<file path="src/rtl/div_pkg.sv">
// Shared definitions for the divider result BCD converter.
// Latency: n/a (types and constants only).
// Backpressure: n/a.
package div_pkg;

   localparam int DIV_WIDTH  = 8;   // binary width of quotient/remainder
   localparam int DIV_DIGITS = 3;   // BCD digits per value, 10^3 > 255
   localparam int DIV_CNT_W  = $clog2(DIV_WIDTH + 1);  // iteration counter width

   typedef enum logic [1:0] {
      IDLE,
      SHIFT,
      DONE
   } state_t;

endpackage

</file>
<file path="src/rtl/bcd_dabble_step.sv">
// One double-dabble iteration: add 3 to every BCD nibble >= 5, then shift {bcd, bin} left by 1.
// Latency: purely combinational.
// Backpressure: none.
//
// Ports:
//   bcd_i / bin_i : current BCD accumulator and remaining binary bits
//   bcd_o / bin_o : accumulator and binary after this iteration
module bcd_dabble_step #(
   parameter int W = 8,
   parameter int D = 3
) (
   input  logic [4*D-1:0] bcd_i,
   input  logic [W-1:0]   bin_i,
   output logic [4*D-1:0] bcd_o,
   output logic [W-1:0]   bin_o
);

   logic [4*D+W-1:0] acc_in;
   logic [4*D+W-1:0] acc_adj;
   logic [4*D+W-1:0] acc_sh;

   assign acc_in = {bcd_i, bin_i};

   always_comb begin
      acc_adj = acc_in;
      for (int i = 0; i < D; i++) begin
         // Nibbles are always <= 9 here, so +3 stays within 4 bits.
         if (acc_in[W + 4*i +: 4] >= 4'd5) begin
            acc_adj[W + 4*i +: 4] = acc_in[W + 4*i +: 4] + 4'd3;
         end
      end
   end

   // The MSB shifted out is always 0 because 10^D exceeds the binary range.
   assign acc_sh = acc_adj << 1;
   assign bcd_o  = acc_sh[4*D+W-1:W];
   assign bin_o  = acc_sh[W-1:0];

endmodule

</file>
<file path="src/rtl/div_result_bcd.sv">
// Converts a divider quotient/remainder pair to packed BCD; divide-by-zero bypasses conversion as err.
// Latency: WIDTH+1 cycles from accept to out_valid (1 cycle for div_zero); one result per WIDTH+2 cycles max.
// Backpressure: result held in DONE with outputs stable until out_ready; in_ready only in IDLE.
//
// Ports:
//   clk, rst_n             : clock, asynchronous active-low reset
//   in_valid/in_ready      : upstream handshake carrying quotient, remainder, div_zero
//   out_valid/out_ready    : downstream handshake carrying q_bcd, r_bcd, err
//   q_bcd, r_bcd           : packed BCD, digit 0 in [3:0]
//   err                    : result came from a divide-by-zero
module div_result_bcd
   import div_pkg::*;
#(
   parameter int WIDTH  = DIV_WIDTH,
   parameter int DIGITS = DIV_DIGITS
) (
   input  logic                  clk,
   input  logic                  rst_n,
   input  logic                  in_valid,
   output logic                  in_ready,
   input  logic [WIDTH-1:0]      quotient,
   input  logic [WIDTH-1:0]      remainder,
   input  logic                  div_zero,
   output logic                  out_valid,
   input  logic                  out_ready,
   output logic [4*DIGITS-1:0]   q_bcd,
   output logic [4*DIGITS-1:0]   r_bcd,
   output logic                  err
);

   localparam int BCD_W = 4 * DIGITS;
   localparam int CNT_W = $clog2(WIDTH + 1);

   state_t             state;
   logic [CNT_W-1:0]   cnt;
   logic [WIDTH-1:0]   q_bin;
   logic [WIDTH-1:0]   r_bin;
   logic [BCD_W-1:0]   q_acc;
   logic [BCD_W-1:0]   r_acc;
   logic [WIDTH-1:0]   q_bin_nx;
   logic [WIDTH-1:0]   r_bin_nx;
   logic [BCD_W-1:0]   q_acc_nx;
   logic [BCD_W-1:0]   r_acc_nx;

   bcd_dabble_step #(.W(WIDTH), .D(DIGITS)) u_q_step (
      .bcd_i (q_acc),
      .bin_i (q_bin),
      .bcd_o (q_acc_nx),
      .bin_o (q_bin_nx)
   );

   bcd_dabble_step #(.W(WIDTH), .D(DIGITS)) u_r_step (
      .bcd_i (r_acc),
      .bin_i (r_bin),
      .bcd_o (r_acc_nx),
      .bin_o (r_bin_nx)
   );

   always_ff @(posedge clk or negedge rst_n) begin
      if (!rst_n) begin
         state <= IDLE;
         cnt   <= '0;
         q_bin <= '0;
         r_bin <= '0;
         q_acc <= '0;
         r_acc <= '0;
         q_bcd <= '0;
         r_bcd <= '0;
         err   <= 1'b0;
      end else begin
         case (state)
            IDLE: begin
               if (in_valid) begin
                  q_bin <= quotient;
                  r_bin <= remainder;
                  q_acc <= '0;
                  r_acc <= '0;
                  cnt   <= CNT_W'(WIDTH);
                  if (div_zero) begin
                     q_bcd <= '0;
                     r_bcd <= '0;
                     err   <= 1'b1;
                     state <= DONE;
                  end else begin
                     state <= SHIFT;
                  end
               end
            end
            SHIFT: begin
               q_bin <= q_bin_nx;
               r_bin <= r_bin_nx;
               q_acc <= q_acc_nx;
               r_acc <= r_acc_nx;
               cnt   <= cnt - CNT_W'(1);
               // Final iteration: publish this cycle's step result directly.
               if (cnt == CNT_W'(1)) begin
                  q_bcd <= q_acc_nx;
                  r_bcd <= r_acc_nx;
                  err   <= 1'b0;
                  state <= DONE;
               end
            end
            DONE: begin
               if (out_ready) begin
                  state <= IDLE;
               end
            end
            default: state <= IDLE;
         endcase
      end
   end

   assign in_ready  = (state == IDLE);
   assign out_valid = (state == DONE);

endmodule

</file>
<file path="config.mk">
export PLATFORM = sky130hd
export DESIGN_NAME = div_result_bcd
export DESIGN_NICKNAME = d
export VERILOG_FILES = /design/src/rtl/div_pkg.sv /design/src/rtl/bcd_dabble_step.sv /design/src/rtl/div_result_bcd.sv
export SDC_FILE = /design/constraint.sdc
export NUM_CORES = 1
export LEC_CHECK = 0
export CORE_MARGIN = 1
export CORE_UTILIZATION = 25
export CTS_BUF_LIST = sky130_fd_sc_hd__clkbuf_8
export DETAILED_ROUTE_END_ITERATION = 8
export SLEW_MARGIN = 15
export SYNTH_ARGS = -nofsm -noshare
export SYNTH_HDL_FRONTEND = slang
export SYNTH_SLANG_ARGS = --single-unit
</file>
<file path="constraint.sdc">
create_clock -name clk -period 4.5 [get_ports clk]
set_input_delay 0.675 -clock clk [delete_from_list [all_inputs] [get_ports clk]]
set_output_delay 0.675 -clock clk [all_outputs]
set_load 0.005 [all_outputs]
</file>
Word-level counts from Yosys, hierarchy flattened

Index checks and enable logic that the tools add are counted.

Register bits: 71
Input bits: 21
Output and inout bits: 27

Add/subtract/negate cells: 7
Mux-type cells: 30
Equal/unequal tests: 7
Order comparisons: 6
Reductions and logical operators: 5

Operators with widths:

| operator                                               | number |
|---|---|
| case mux 12 bit (2 select lines)                       | 4 |
| two-way mux 12 bit                                     | 5 |
| case mux 8 bit (2 select lines)                        | 2 |
| >= comparator 4 x 3 -> 1 bit (second input constant)   | 6 |
| two-way mux 4 bit                                      | 5 |
| adder 4 x 2 -> 4 bit (second input constant)           | 4 |
| two-way mux 8 bit                                      | 2 |
| two-way mux 2 bit                                      | 4 |
| case mux 4 bit (2 select lines)                        | 1 |
| adder 3 x 2 -> 3 bit (second input constant)           | 2 |
| two-way mux 3 bit                                      | 2 |
| case mux 2 bit (3 select lines)                        | 1 |
| equality test 4 x 1 -> 1 bit (second input constant)   | 1 |
| inequality test 2 x 1 -> 1 bit (second input constant) | 2 |
| inequality test 2 bit (second input constant)          | 2 |
| AND reduction 4 bit                                    | 1 |
| subtractor 4 x 1 -> 4 bit (second input constant)      | 1 |
| two-way mux 1 bit                                      | 3 |
| AND reduction 3 bit                                    | 1 |
| equality test 2 x 1 -> 1 bit (second input constant)   | 1 |
| equality test 2 bit (second input constant)            | 1 |
| zero test 2 bit                                        | 1 |
| case mux 1 bit (2 select lines)                        | 1 |
| AND reduction 2 bit                                    | 1 |
| nonzero test 2 bit                                     | 1 |

Longest topological paths before layout

Depth after elaboration: 4
Gate-level depth with buffers: 8
Gate-level depth less buffers: 6

By module

From an unflattened synthesis, not the netlist that was laid out.

Cells, all modules: 380
Area total of the unflattened synthesis: 3686.0 um^2

By module, submodules not included:

| module          | instances | cells an instance | area an instance (um^2) |
|---|---|---|---|
| div_result_bcd  | 1         | 272               | 2975.4 |
| bcd_dabble_step | 2         | 54                | 355.3 |

Worst setup path before layout

OpenSTA, ideal clock, no wires.

Kind: register to register
Start point: register cnt[1]
End point: register r_bcd[10]
Buffers on the path: 2
Slack: 2587 ps
Arrival time: 1786 ps
Library setup time: 127 ps
Cell stages (with the launch flop): 8
Path through: dfrtp_1 inv_1 ha_1 or3b_4 a211o_1 buf_6 buf_6 mux2_1

Longest elaborated chain between the ends: 3

RTL lines:

| element                         | line                 | text |
|---|---|---|
| from (decl)                     | div_result_bcd.sv:35 | `logic [CNT_W-1:0] cnt;` |
| from (signal assigned)          | div_result_bcd.sv:78 | `cnt <= CNT_W'(WIDTH);` |
| from (signal assigned)          | div_result_bcd.sv:94 | `cnt <= cnt - CNT_W'(1);` |
| equality test 4 x 1 -> 1 bit    | div_result_bcd.sv:96 | `if (cnt == CNT_W'(1)) begin` |
| inequality test 2 bit (no line) | --                   |  |
| AND reduction 4 bit (no line)   | --                   |  |
| to (signal assigned)            | div_result_bcd.sv:98 | `r_bcd <= r_acc_nx;` |
| to (decl)                       | div_result_bcd.sv:27 | `output logic [4*DIGITS-1:0] r_bcd,` |

No other way between the ends.
A chain may end at the register's enable or synchronous reset.

Worst setup path after layout

Start point: input port in_valid
End point: register q_bcd[6]

Longest elaborated chain between the ends: 2

RTL lines:

| element                         | line                 | text |
|---|---|---|
| from (decl)                     | div_result_bcd.sv:19 | `input logic in_valid,` |
| inequality test 2 bit (no line) | --                   |  |
| AND reduction 4 bit (no line)   | --                   |  |
| to (signal assigned)            | div_result_bcd.sv:97 | `q_bcd <= q_acc_nx;` |
| to (decl)                       | div_result_bcd.sv:26 | `output logic [4*DIGITS-1:0] q_bcd,` |

No other way between the ends.

==> results.yml <==
logic_synthesis:
  syn_area_per_cell_um2: 10.3
  synth_top_cells_by_area: "dfrtp_1 (53%), nand2_1 (6.3%), o21ai_0 (5.9%), ha_1 (5.2%), mux2i_1 (4.1%)"
  syn_nets: 364
  synthArstFlopShare_pct: 100
  synthDominantCellAreaShare_pct: 52.6
  synth_top_area_cell: "dfrtp_1"
  ys_ff_latch: 71
  synthCells: 329
  synth_edf_count: 0
  netlist_area_um2: 3380
  synth_most_common_cell: "dfrtp_1"
  seq_area_frac_synth_pct: 52.6
  synth-main-ff-cell: "dfrtp_1"
  yosysWarnings: 0
  synth_cell_types: 31
  synthTopCellsByCount: "dfrtp_1 (71), nand2_1 (57), o21ai_0 (40)"
clock_network:
  cts_setup_buffers: 0
  root_buffer: "clkbuf_8"
  htree_levels: 3
  clkTransAtPathRegs_ns: 0.07
  ctsResizeCount: 0
  cts_buffers: 9
  cts_buffer_depth: 2
  clk_latency_ns: 0.35
  cts_tree: "built"
  cts_sinks: 71
  hold_buffers: 0
timing:
  finalSetupViolCount: 0
  max-slew-margin-rel_pct: 28.4
  fin_skew_ns: 0.00835
  post-route-min-period_ns: 2.45
  rsz0062_at_grt: "false"
  final-hold-violation-count: 0
  worst_pin_slew_ns: 1.07
  totalNegativeSetupSlack_ns: 0
  fmax_mhz: 408
  finalMaxSlewViolations: 0
  period_share_pct: 54.5
worst_setup_path:
  r2r_end: "r_bcd[2]"
  reg2reg_from: "cnt[1]"
  arrival_ns: 2.69
  path_class: "in -> reg"
  slowest_stage: "a211o_1"
  path_buf_inv: 1
  worstPathMaxFanout: 33
  critPathTopFamily: "compound AO/OA/AOI/OAI gates"
  critical_path_required_ns: 4.74
  cp-start-kind: "primary input"
  reg2reg_setup_slack_ns: 2.16
  end_kind: "register"
  critPathMaxStageDelay_ns: 0.84
  reg2reg_depth: 5
  path_cells: "clkdlybuf4s50_1 -> a21oi_1 -> a211o_1 -> mux2_2"
floorplan:
  core_area_um2: 13200
  die_h_um: 118
  rows: 42
  design.portCount: 48
  initial_core_util_pct: 25.6
  dieArea_um2: 14000
  fp.dieW_um: 118
detailed_routing:
  drc: 0
  detail_route.wirelength_um: 7240
  dr.pass1.iters: 6
  avgViaCountPerCell: 4.51
  drtIter0Drc: 123
  wl_per_cell_um: 13.0
  postRouteAntennaNets: 0
  vias: 2501
place:
  dpl-instance-area_um2: 4020
  place_congestion: 0.748
  dp_hpwl_um: 5030
  io_buffer_count: 47
grt:
  grt_overflow: 0
  track_usage_pct: 11.2
  grt_max_degree: 38
  grt_pass1_vias: 2480
  grt_pass1_wl_um: 12300
  antenna_found_initial: 0
run:
  cap_violations: 0
worst_hold_path:
  holdCritPathClass: "in -> async"
pwr:
  max-vdd-ir-drop_uv: 166
  power_density_nw_per_um2: 486
  leakage_uw: 0.00183
cells_and_area:
  area_delta_synth_final_pct: 25.3
  drive_above_1_share_pct: 7.12
  final_area_um2: 4230
  final_nets: 409
  antenna_cells: 0
status:
  status: "finished clean"
## flip-flops by register name (all words and copies together), names as in the netlist
register  flops
q_acc        12
q_bcd        12
r_acc        12
r_bcd        12
q_bin         8
r_bin         8
cnt           4
state         2
err           1
## how the worst max path moves through the flow
stage	slack [ns]	depth (start not counted)	end	from
after floorplan	2.59	7	r_bcd[10]	cnt[1]
after global placement	1.68	4	q_bcd[2]	in_valid
after detailed placement	1.65	4	q_bcd[6]	in_valid
after CTS	2.03	4	q_bcd[10]	in_valid
after global routing	1.87	4	q_bcd[6]	in_valid
final	2.05	4	q_bcd[6]	in_valid
## per-stage QoR
step           utilization (%)  setup WS (ns)  power, uW  hold WS (ns)  cells
2_1_floorplan                -           2.59       1330         0.379    329
3_3_place_gp              30.5           1.68       1510         0.462    539
3_5_place_dp              30.5           1.65       1530         0.471    539
4_1_cts                   32.1           2.03       2080         0.421    555
5_1_grt                   32.1           1.87       2200         0.460    555
6_report                  32.1           2.05       2050         0.398    555
## cells in the final DEF, fill, tap and decap left out, drive strengths merged, types with 4 or more instances in the layout
cell type and n:
a21o 6, nand2 57, a211oi 6, inv 16, clkdlybuf4s50 46, clkbuf 9, o31ai 7, mux2i 14
xnor2 6, nor2 6, nor3b 10, dfrtp 71, mux2 7, a21oi 18, o21ai 40, ha 14
a22o 13, nand2b 6, and3 6, buf 4
## final cells by class
| type | count | area [um2] |
|---|---|---|
| well taps | 176 | 220 |
| flip-flops and latches | 71 | 1780 |
| clock inverters | 7 | 88.8 |
| repair buffers | 50 | 488 |
| multi-input cells | 227 | 1480 |
| clock buffers | 9 | 124 |
| fillers | 1314 | 8960 |
| inverters | 15 | 56.3 |
## power by group
part	total, uW	internal (uW)	switching, uW
sequential	889	774	115
combinational	619	260	359
clock	546	308	238
## layer usage
metal | global-route usage (%) | part of all wire, % | up-vias
met5 | 0 | 0 | -
met4 | 4.41 | 1.7 | 0
met3 | 3.96 | 4.6 | 10
met2 | 17.7 | 48 | 44
met1 | 13.9 | 46 | 1216
li1 | - | - | 1231
## cell families (layout without fill, tap and decap cells)
logic type	after synthesis	in the layout	share of synthesized area (%)
flip-flops	71	71	52.6
XOR/XNOR	6	6	1.56
adder cells (fa/ha/maj)	14	14	5.19
AND/OR/NAND/NOR	91	91	12.6
multiplexers	21	21	6.48
buffers and inverters	31	81	4.08
AO/OA/AOI/OAI	95	95	17.5
No activity file was read; power rests on OpenSTA's default activity.
